`src/rtl/uart_txrx.sv`:
```
// uart_txrx: independent UART transmitter and receiver sharing one clock.
//   Parameters: FREQ_CLKIN, BAUD_RATE, DATA_BITS (5..8), PARITY (0 none, 1 odd, 2 even),
//               STOP_BITS (1..2). One bit = FREQ_CLKIN/BAUD_RATE clocks; RX oversamples 16x.
//   Ports: clk, rst (sync, active-high), data_in/wr_en (TX load), tx/tx_busy (TX line/status),
//          rx (async serial in), rx_data/rx_valid/rx_frame_err/rx_parity_err (RX result).
//   Optional: define UART_TXRX_LOOPBACK_EN to add input 'loopback'; when high the receiver
//             listens to the internal tx line instead of rx.
module uart_txrx #(
  parameter int unsigned FREQ_CLKIN = 100_000_000,
  parameter int unsigned BAUD_RATE  = 9600,
  parameter int unsigned DATA_BITS  = 8,
  parameter int unsigned PARITY     = 0,
  parameter int unsigned STOP_BITS  = 1
) (
  input  logic                 clk,
  input  logic                 rst,
  input  logic [DATA_BITS-1:0] data_in,
  input  logic                 wr_en,
  output logic                 tx,
  output logic                 tx_busy,
  input  logic                 rx,
`ifdef UART_TXRX_LOOPBACK_EN
  input  logic                 loopback,
`endif
  output logic [DATA_BITS-1:0] rx_data,
  output logic                 rx_valid,
  output logic                 rx_frame_err,
  output logic                 rx_parity_err
);
  localparam int unsigned ClksPerBit = FREQ_CLKIN / BAUD_RATE;
  localparam int unsigned OsDiv      = ClksPerBit / 16;
  localparam int unsigned CntW       = (ClksPerBit > 1) ? $clog2(ClksPerBit) : 1;
  localparam int unsigned OsW        = (OsDiv > 1) ? $clog2(OsDiv) : 1;

  if (OsDiv < 1 || DATA_BITS < 5 || DATA_BITS > 8 || PARITY > 2 ||
      STOP_BITS < 1 || STOP_BITS > 2) begin : gen_param_check
    $error("uart_txrx: illegal parameter combination");
  end

  // ---------------------------------------------------------------- TX
  typedef enum logic [2:0] {TxIdle, TxStart, TxData, TxParity, TxStop} tx_state_e;
  tx_state_e            tx_state_q, tx_state_d;
  logic [CntW-1:0]      tx_cnt_q, tx_cnt_d;
  logic [2:0]           tx_bit_q, tx_bit_d;
  logic [DATA_BITS-1:0] tx_shift_q, tx_shift_d;
  logic                 tx_par_q, tx_par_d;
  logic                 tx_bit_end;

  assign tx_bit_end = (tx_cnt_q == CntW'(ClksPerBit - 1));

  always_ff @(posedge clk) begin
    if (rst) begin
      tx_state_q <= TxIdle;
      tx_cnt_q   <= '0;
      tx_bit_q   <= '0;
      tx_shift_q <= '0;
      tx_par_q   <= 1'b0;
    end else begin
      tx_state_q <= tx_state_d;
      tx_cnt_q   <= tx_cnt_d;
      tx_bit_q   <= tx_bit_d;
      tx_shift_q <= tx_shift_d;
      tx_par_q   <= tx_par_d;
    end
  end

  always_comb begin
    tx_state_d = tx_state_q;
    tx_cnt_d   = tx_cnt_q;
    tx_bit_d   = tx_bit_q;
    tx_shift_d = tx_shift_q;
    tx_par_d   = tx_par_q;
    if (tx_state_q != TxIdle) tx_cnt_d = tx_bit_end ? '0 : tx_cnt_q + 1'b1;
    unique case (tx_state_q)
      TxIdle: begin
        if (wr_en) begin
          tx_state_d = TxStart;
          tx_shift_d = data_in;
          tx_par_d   = (PARITY == 1) ? ~^data_in : ^data_in;
          tx_cnt_d   = '0;
          tx_bit_d   = '0;
        end
      end
      TxStart: if (tx_bit_end) tx_state_d = TxData;
      TxData: begin
        if (tx_bit_end) begin
          tx_shift_d = tx_shift_q >> 1;
          tx_bit_d   = tx_bit_q + 3'd1;
          if (tx_bit_q == 3'(DATA_BITS - 1)) begin
            tx_bit_d   = '0;
            tx_state_d = (PARITY != 0) ? TxParity : TxStop;
          end
        end
      end
      TxParity: if (tx_bit_end) tx_state_d = TxStop;
      TxStop: begin
        // tx_bit_q is reused to count stop bits
        if (tx_bit_end) begin
          tx_bit_d = tx_bit_q + 3'd1;
          if (tx_bit_q == 3'(STOP_BITS - 1)) begin
            tx_bit_d   = '0;
            tx_state_d = TxIdle;
          end
        end
      end
      default: tx_state_d = TxIdle;
    endcase
  end

  always_comb begin
    tx      = 1'b1;
    tx_busy = 1'b1;
    unique case (tx_state_q)
      TxIdle:   tx_busy = 1'b0;
      TxStart:  tx      = 1'b0;
      TxData:   tx      = tx_shift_q[0];
      TxParity: tx      = tx_par_q;
      default:  tx      = 1'b1;
    endcase
  end

  // ---------------------------------------------------------------- RX
  logic rx_src, rx_meta_q, rx_sync_q, rx_prev_q;
`ifdef UART_TXRX_LOOPBACK_EN
  assign rx_src = loopback ? tx : rx;
`else
  assign rx_src = rx;
`endif

  logic [OsW-1:0] os_cnt_q;
  logic           os_tick;
  assign os_tick = (os_cnt_q == OsW'(OsDiv - 1));

  typedef enum logic [2:0] {RxIdle, RxStart, RxData, RxParity, RxStop} rx_state_e;
  rx_state_e            rx_state_q, rx_state_d;
  logic [3:0]           rx_tick_q, rx_tick_d;
  logic [2:0]           rx_bit_q, rx_bit_d;
  logic [DATA_BITS-1:0] rx_shift_q, rx_shift_d;
  logic                 rx_par_q, rx_par_d;
  logic                 rx_mid, rx_end, rx_done, rx_par_bad;

  assign rx_mid = os_tick && (rx_tick_q == 4'd7);
  assign rx_end = os_tick && (rx_tick_q == 4'd15);

  always_ff @(posedge clk) begin
    if (rst) begin
      // Synchroniser presets to the idle line level so reset release is not an edge
      rx_meta_q     <= 1'b1;
      rx_sync_q     <= 1'b1;
      rx_prev_q     <= 1'b1;
      os_cnt_q      <= '0;
      rx_state_q    <= RxIdle;
      rx_tick_q     <= '0;
      rx_bit_q      <= '0;
      rx_shift_q    <= '0;
      rx_par_q      <= 1'b0;
      rx_valid      <= 1'b0;
      rx_data       <= '0;
      rx_frame_err  <= 1'b0;
      rx_parity_err <= 1'b0;
    end else begin
      rx_meta_q  <= rx_src;
      rx_sync_q  <= rx_meta_q;
      rx_prev_q  <= rx_sync_q;
      os_cnt_q   <= os_tick ? '0 : os_cnt_q + 1'b1;
      rx_state_q <= rx_state_d;
      rx_tick_q  <= rx_tick_d;
      rx_bit_q   <= rx_bit_d;
      rx_shift_q <= rx_shift_d;
      rx_par_q   <= rx_par_d;
      rx_valid   <= rx_done;
      if (rx_done) begin
        rx_data       <= rx_shift_q;
        rx_frame_err  <= ~rx_sync_q;
        rx_parity_err <= rx_par_bad;
      end
    end
  end

  always_comb begin
    rx_state_d = rx_state_q;
    rx_tick_d  = rx_tick_q;
    rx_bit_d   = rx_bit_q;
    rx_shift_d = rx_shift_q;
    rx_par_d   = rx_par_q;
    if (rx_state_q != RxIdle && os_tick) rx_tick_d = rx_tick_q + 4'd1;
    unique case (rx_state_q)
      RxIdle: begin
        // Falling edge only: a held-low line (break) cannot re-arm until it goes high
        if (rx_prev_q && !rx_sync_q) begin
          rx_state_d = RxStart;
          rx_tick_d  = '0;
          rx_bit_d   = '0;
        end
      end
      RxStart: begin
        if (rx_mid && rx_sync_q) rx_state_d = RxIdle;
        else if (rx_end)         rx_state_d = RxData;
      end
      RxData: begin
        if (rx_mid) rx_shift_d = {rx_sync_q, rx_shift_q[DATA_BITS-1:1]};
        if (rx_end) begin
          rx_bit_d = rx_bit_q + 3'd1;
          if (rx_bit_q == 3'(DATA_BITS - 1)) begin
            rx_bit_d   = '0;
            rx_state_d = (PARITY != 0) ? RxParity : RxStop;
          end
        end
      end
      RxParity: begin
        if (rx_mid) rx_par_d = rx_sync_q;
        if (rx_end) rx_state_d = RxStop;
      end
      RxStop:  if (rx_mid) rx_state_d = RxIdle;
      default: rx_state_d = RxIdle;
    endcase
  end

  always_comb begin
    rx_done    = (rx_state_q == RxStop) && rx_mid;
    rx_par_bad = (PARITY == 0) ? 1'b0 : ((^{rx_shift_q, rx_par_q}) ^ (PARITY == 1));
  end

endmodule

```
`config.mk`:
```
export PLATFORM = sky130hd
export DESIGN_NAME = uart_txrx
export DESIGN_NICKNAME = d
export VERILOG_FILES = /design/src/rtl/uart_txrx.sv
export SDC_FILE = /design/constraint.sdc
export NUM_CORES = 1
export LEC_CHECK = 0
export CAP_MARGIN = 10
export CORE_MARGIN = 2
export CORE_UTILIZATION = 55
export DETAILED_ROUTE_END_ITERATION = 10
export PLACE_DENSITY = 0.75
export SYNTH_ARGS = -nofsm -noshare
export SYNTH_HDL_FRONTEND = slang
export SYNTH_SLANG_ARGS = --single-unit
```
`constraint.sdc`:
```
create_clock -name clk -period 2 [get_ports clk]
set_input_delay 0.4 -clock clk [delete_from_list [all_inputs] [get_ports clk]]
set_output_delay 0.4 -clock clk [all_outputs]
set_load 0.01 [all_outputs]
```
Word level (Yosys, flattened, before mapping)
Index checks and enable logic that the tools add are counted.
Widths: inputs -> output; s select.
{"block": "word_totals", "register_bits": 70, "input_bits": 12, "out_inout_bits": 13, "word_cells": 111}
{"block": "op_classes", "addsub": 5, "n_eq_ne": 27, "n_mux": 38, "bitwise": 1, "reduce_logical": 24}
{"cell": "$mux 3", "count": 22}
{"cell": "$mux 14", "count": 4}
{"cell": "$pmux 3 s5", "count": 2}
{"cell": "$ne 2x2->1 const B", "count": 12}
{"cell": "$mux 8", "count": 2}
{"cell": "$pmux 8 s2", "count": 1}
{"cell": "$add 14x1->14 const B", "count": 1}
{"cell": "$eq 14x14->1 const B", "count": 1}
{"cell": "$eq 3x2->1 const B", "count": 4}
{"cell": "$eq 3x3->1 const B", "count": 4}
{"cell": "$mux 4", "count": 3}
{"cell": "$add 10x1->10 const B", "count": 1}
{"cell": "$eq 10x10->1 const B", "count": 1}
{"cell": "$logic_not 3->1", "count": 3}
{"cell": "$pmux 3 s3", "count": 1}
{"cell": "$reduce_bool 3->1", "count": 3}
{"cell": "$reduce_xor 8->1", "count": 1}
{"cell": "$reduce_and 7->1", "count": 1}
{"cell": "$add 3x1->3 const B", "count": 2}
{"cell": "$eq 3x1->1 const B", "count": 2}
{"cell": "$logic_and 1x1->1", "count": 6}
{"cell": "$pmux 3 s2", "count": 1}
{"cell": "$reduce_and 3->1", "count": 2}
{"cell": "$reduce_and 6->1", "count": 1}
{"cell": "12 further kinds", "count": 14}

Longest topological paths before layout
Gate-level depths: netlist (run 1).
{"block": "logic_depth", "depth_word": 5, "mapped_depth": 7, "ltp_nobuf": 6}

Worst setup path after synthesis (run 1)
No wires, ideal clock.
{"block": "synth_timing", "kind": "reg2reg", "start": "register tx_cnt_q[0]", "end": "register tx_shift_q[0]", "setup_ns": 0.121, "arrival_time_ns": 1.757, "required_time_ns": 1.879, "path_slack_ns": 0.122, "stages_incl_launch_ff": 7, "path_buffers": 1, "period_less_slack_ns": 1.878, "cell_sequence": "dfxtp_1 -> ha_1 -> and3_1 -> and4_1 -> buf_2 -> a21oi_2 -> mux2_2"}
{"block": "synth_via", "elab_chain_len": 3}
{"element": "from (decl)", "line": "43", "rtl": "logic [CntW-1:0] tx_cnt_q, tx_cnt_d;"}
{"element": "from (signal assigned)", "line": "60", "rtl": "tx_cnt_q <= tx_cnt_d;"}
{"element": "$eq 14x14->1", "line": "49", "rtl": "assign tx_bit_end = (tx_cnt_q == CntW'(ClksPerBit - 1));"}
{"element": "$ne 2x2->1 (no line)"}
{"element": "$reduce_and 3->1 (no line)"}
{"element": "to (signal assigned)", "line": "62", "rtl": "tx_shift_q <= tx_shift_d;"}
{"element": "to (decl)", "line": "45", "rtl": "logic [DATA_BITS-1:0] tx_shift_q, tx_shift_d;"}
No other way between the ends.
A chain may end at the register's enable or synchronous reset.

Worst setup path in the final report (run 1)
{"block": "layout_timing", "start": "register tx_state_q[1]", "end": "output tx"}
{"block": "layout_via", "elab_chain_len": 2, "elab_cells_between_ends": 4, "classes_between": "3 x eq/ne; 1 x mux"}
{"element": "from (decl)", "line": "42", "rtl": "tx_state_e tx_state_q, tx_state_d;"}
{"element": "from (signal assigned)", "line": "53", "rtl": "tx_state_q <= TxIdle;"}
{"element": "from (signal assigned)", "line": "59", "rtl": "tx_state_q <= tx_state_d;"}
{"element": "$eq 3x2->1 or $eq 3x1->1 (tied branches)", "line": "113", "rtl": "unique case (tx_state_q)"}
{"element": "$pmux 1 s3 *", "line": "113"}
{"element": "to (decl)", "line": "19", "rtl": "output logic tx,"}
Mark *: on every way between the ends. The rest lies on a longest branch, timed or not.

==> impl_metrics.json, run 1 <==
{
  "drtAntennaViolNets": 0,
  "period_share": 0.963,
  "fmax_mhz": 519,
  "pwr-share-comb": 0.082,
  "ys_types": 52,
  "syn_inst": 390,
  "cp_num_buf_inv": 2,
  "layout_min_cycle_time_ns": 1.93,
  "drcViolationCount": 0,
  "cp.arrival_ns": 1.53,
  "initial_utilization": 0.576,
  "p_int_mw": 2.13,
  "maxCapViolCount": 0,
  "p_seq_frac": 0.503,
  "synth_common_cells": "dfxtp_1 (70), nand2_1 (39), mux2i_1 (31)",
  "setup-tns-final_ns": 0,
  "ys.flop_type": "dfxtp_1",
  "die_w_microns": 83.2,
  "cts_tree": "built",
  "core_sq_mm": 0.00599,
  "finalMaxSlewViolations": 0,
  "final_nets": 451,
  "worst-path-max-fanout": 9,
  "antenna_cells": 0,
  "track_usage": 0.221,
  "gp_congestion": 0.908,
  "routed_wl_microns": 7360,
  "cts_buffers": 9,
  "yosysWarnings": 0,
  "path_delay_family": "buffers and inverters",
  "cts_root_buf": "clkbuf_8",
  "synthArstFlopShare": 0,
  "drt_iter0_drc": 146,
  "finalSetupViolCount": 0,
  "hold_class": "reg2reg",
  "num_vias": 2933,
  "viasPerCell": 5.75,
  "cp-start-kind": "register",
  "syn_area_per_cell_sq_um": 8.85,
  "syn_nets": 411,
  "setup_ws_ns": 0.0741,
  "gr-total-overflow": 0,
  "hold_viol": 0,
  "ys_top_cells_by_area": "dfxtp_1 (41%), mux2i_1 (9.0%), nand2_1 (4.2%)",
  "hold_buffers": 0,
  "sw_frac_of_total": 0.257,
  "crit_required_ns": 1.60,
  "wl_per_cell_microns": 14.4,
  "switchingPower_mw": 0.737,
  "numPortBuffers": 23,
  "clkPwrFrac": 0.415,
  "p_total_mw": 2.87,
  "max-slew-margin-rel": 0.494,
  "pre_cts_slack_ns": -0.0203,
  "yosys.area.top_type": "dfxtp_1",
  "die_height_microns": 83.2,
  "ys_ff_latch": 70,
  "dp_hpwl_microns": 5160,
  "grt_pass1_wl_microns": 12800,
  "cts.sink_count": 70,
  "yosysMostFrequentCell": "dfxtp_1",
  "syn_to_final_growth_pct": 19.6,
  "fp-row-count": 28,
  "end_kind": "output pin",
  "synth_top_area_share": 0.406,
  "hold_slack_ns": 0.424,
  "rsz0062_at_grt": "false",
  "die-area_sq_mm": 0.00693,
  "ios": 25,
  "clkLatencyLatePin_ns": 0.35,
  "ys_seq_area_frac": 0.406,
  "synth_edf_count": 0,
  "status": "finished clean",
  "leakagePower_nw": 1.52,
  "synth_area_sq_mm": 0.00345,
  "clk_path_buf_depth": 2,
  "first_pass_iters": 4,
  "p_per_area_mw_per_mm2": 695,
  "antenna_found_initial": 0,
  "drive_gt1_frac": 0.149,
  "skew_ns": 0.0128,
  "critPathKind": "reg2out",
  "crit_path_cell_trace": "buf_4 > a311o_1 > dlygate4sd2_1",
  "grt_pass1_vias": 2729,
  "cp_slowest_cell": "a311o_1",
  "cts.clk_slew.worst_paths_ns": 0.09,
  "grt_max_degree": 20,
  "htree_num_levels": 3,
  "ir_worst_vdd_uv": 532,
  "tightest_slew_ns": 0.754,
  "worst_path_largest_cell_delay_ns": 0.36
}
-- what timing repair did --
item,in CTS,in global routing
setup endpoints to repair,12,23
gates resized for setup,4,5
pin swaps,1,3
setup buffers,1,1
-- flip-flops by register name, summed over array words and instances (netlist names), 3 cells and up --
register and cells:
rx_tick_q 4, rx_shift_q 8, tx_cnt_q 14, tx_bit_q 3, tx_shift_q 8, rx_data 8
rx_bit_q 3, tx_state_q 3, rx_state_q 3, os_cnt_q 10
-- metrics by stage --
stage / cells / cell area (sq um) / utilization
floorplan: 390 / 3450 / -
global placement: 492 / 3890 / 0.649
detailed placement: 492 / 3890 / 0.649
CTS: 509 / 4110 / 0.685
global route: 510 / 4130 / 0.689
finish: 510 / 4130 / 0.689
-- layout make-up --
cell class              instances  area [sq um]
flip-flops and latches         70          1400
multi-input cells             286          1930
repair buffers                 50           450
fillers                       486          1860
clock buffers                   9           124
clock inverters                 7          78.8
inverters                      13          48.8
well taps                      75          93.8
-- path summary, 6_finish.rpt --
kind              depth (start not counted)                       to                        from  slack [ns]
setup reg to reg                          4  rx_tick_q[3]$_SDFF_PP0_      os_cnt_q[8]$_SDFF_PP0_        0.11
hold / removal                            1     rx_sync_q$_SDFF_PP1_        rx_meta_q$_SDFF_PP1_        0.42
hold reg to reg                           1     rx_sync_q$_SDFF_PP1_        rx_meta_q$_SDFF_PP1_        0.42
setup / recovery                          3                       tx  tx_state_q[1]$_SDFFE_PP0P_        0.07
-- power by group through the flow --
stage,combinational (mW),sequential [mW],clock [mW]
5_1_grt,0.259,1.45,1.27
3_3_place_gp,0.230,1.47,0
4_1_cts,0.237,1.44,1.21
2_1_floorplan,0.145,1.47,0
6_report,0.236,1.44,1.19
3_5_place_dp,0.233,1.47,0
-- cells by family (layout without fill, tap and decap cells) --
logic type / count (synthesis) / in the layout / share of synthesized area
AND/OR/NAND/NOR: 165 / 165 / 0.263
AO/OA/AOI/OAI: 59 / 59 / 0.109
XOR/XNOR: 14 / 14 / 0.0355
adder cells (fa/ha/maj): 9 / 9 / 0.0326
flip-flops: 70 / 70 / 0.406
buffers and inverters: 34 / 79 / 0.0406
other: 1 / 1 / 0.00109
multiplexers: 38 / 38 / 0.113
-- routing by layer --
| layer | up-vias | GRT usage | share of wire |
|---|---|---|---|
| li1 | 1482 | - | - |
| met1 | 1380 | 0.299 | 0.48 |
| met2 | 56 | 0.356 | 0.46 |
| met3 | 15 | 0.0368 | 0.034 |
| met4 | 0 | 0.0805 | 0.019 |
| met5 | - | 0 | 0 |
-- cell usage in the layout, fill, tap and decap left out, types with 5 or more instances in the layout --
master / n
mux2i_1: 31
nand2_1: 39
nor4_1: 5
o21ai_0: 11
or3_1: 7
a21oi_1: 17
clkbuf_8: 9
nand3_1: 20
dfxtp_1: 68
nor2_1: 27
nor2b_1: 10
nand4_1: 7
inv_1: 12
buf_4: 25
clkdlybuf4s50_1: 21
ha_1: 9
nor3_1: 9
a31oi_1: 10
nand3b_1: 6
mux2_2: 7
xnor2_1: 11
Note: power is estimated with default switching activity, not from simulation.
==> run 2: changes to the inputs <==
--- a/config.mk
+++ b/config.mk
@@ -5,7 +5,7 @@
 export SDC_FILE = /design/constraint.sdc
 export NUM_CORES = 1
 export LEC_CHECK = 0
-export CAP_MARGIN = 10
+export CAP_MARGIN = 20
 export CORE_MARGIN = 2
 export CORE_UTILIZATION = 55
 export DETAILED_ROUTE_END_ITERATION = 10
==> results of run 2 <==
No change in the layout: final DEF, timing and power equal those of run 1.
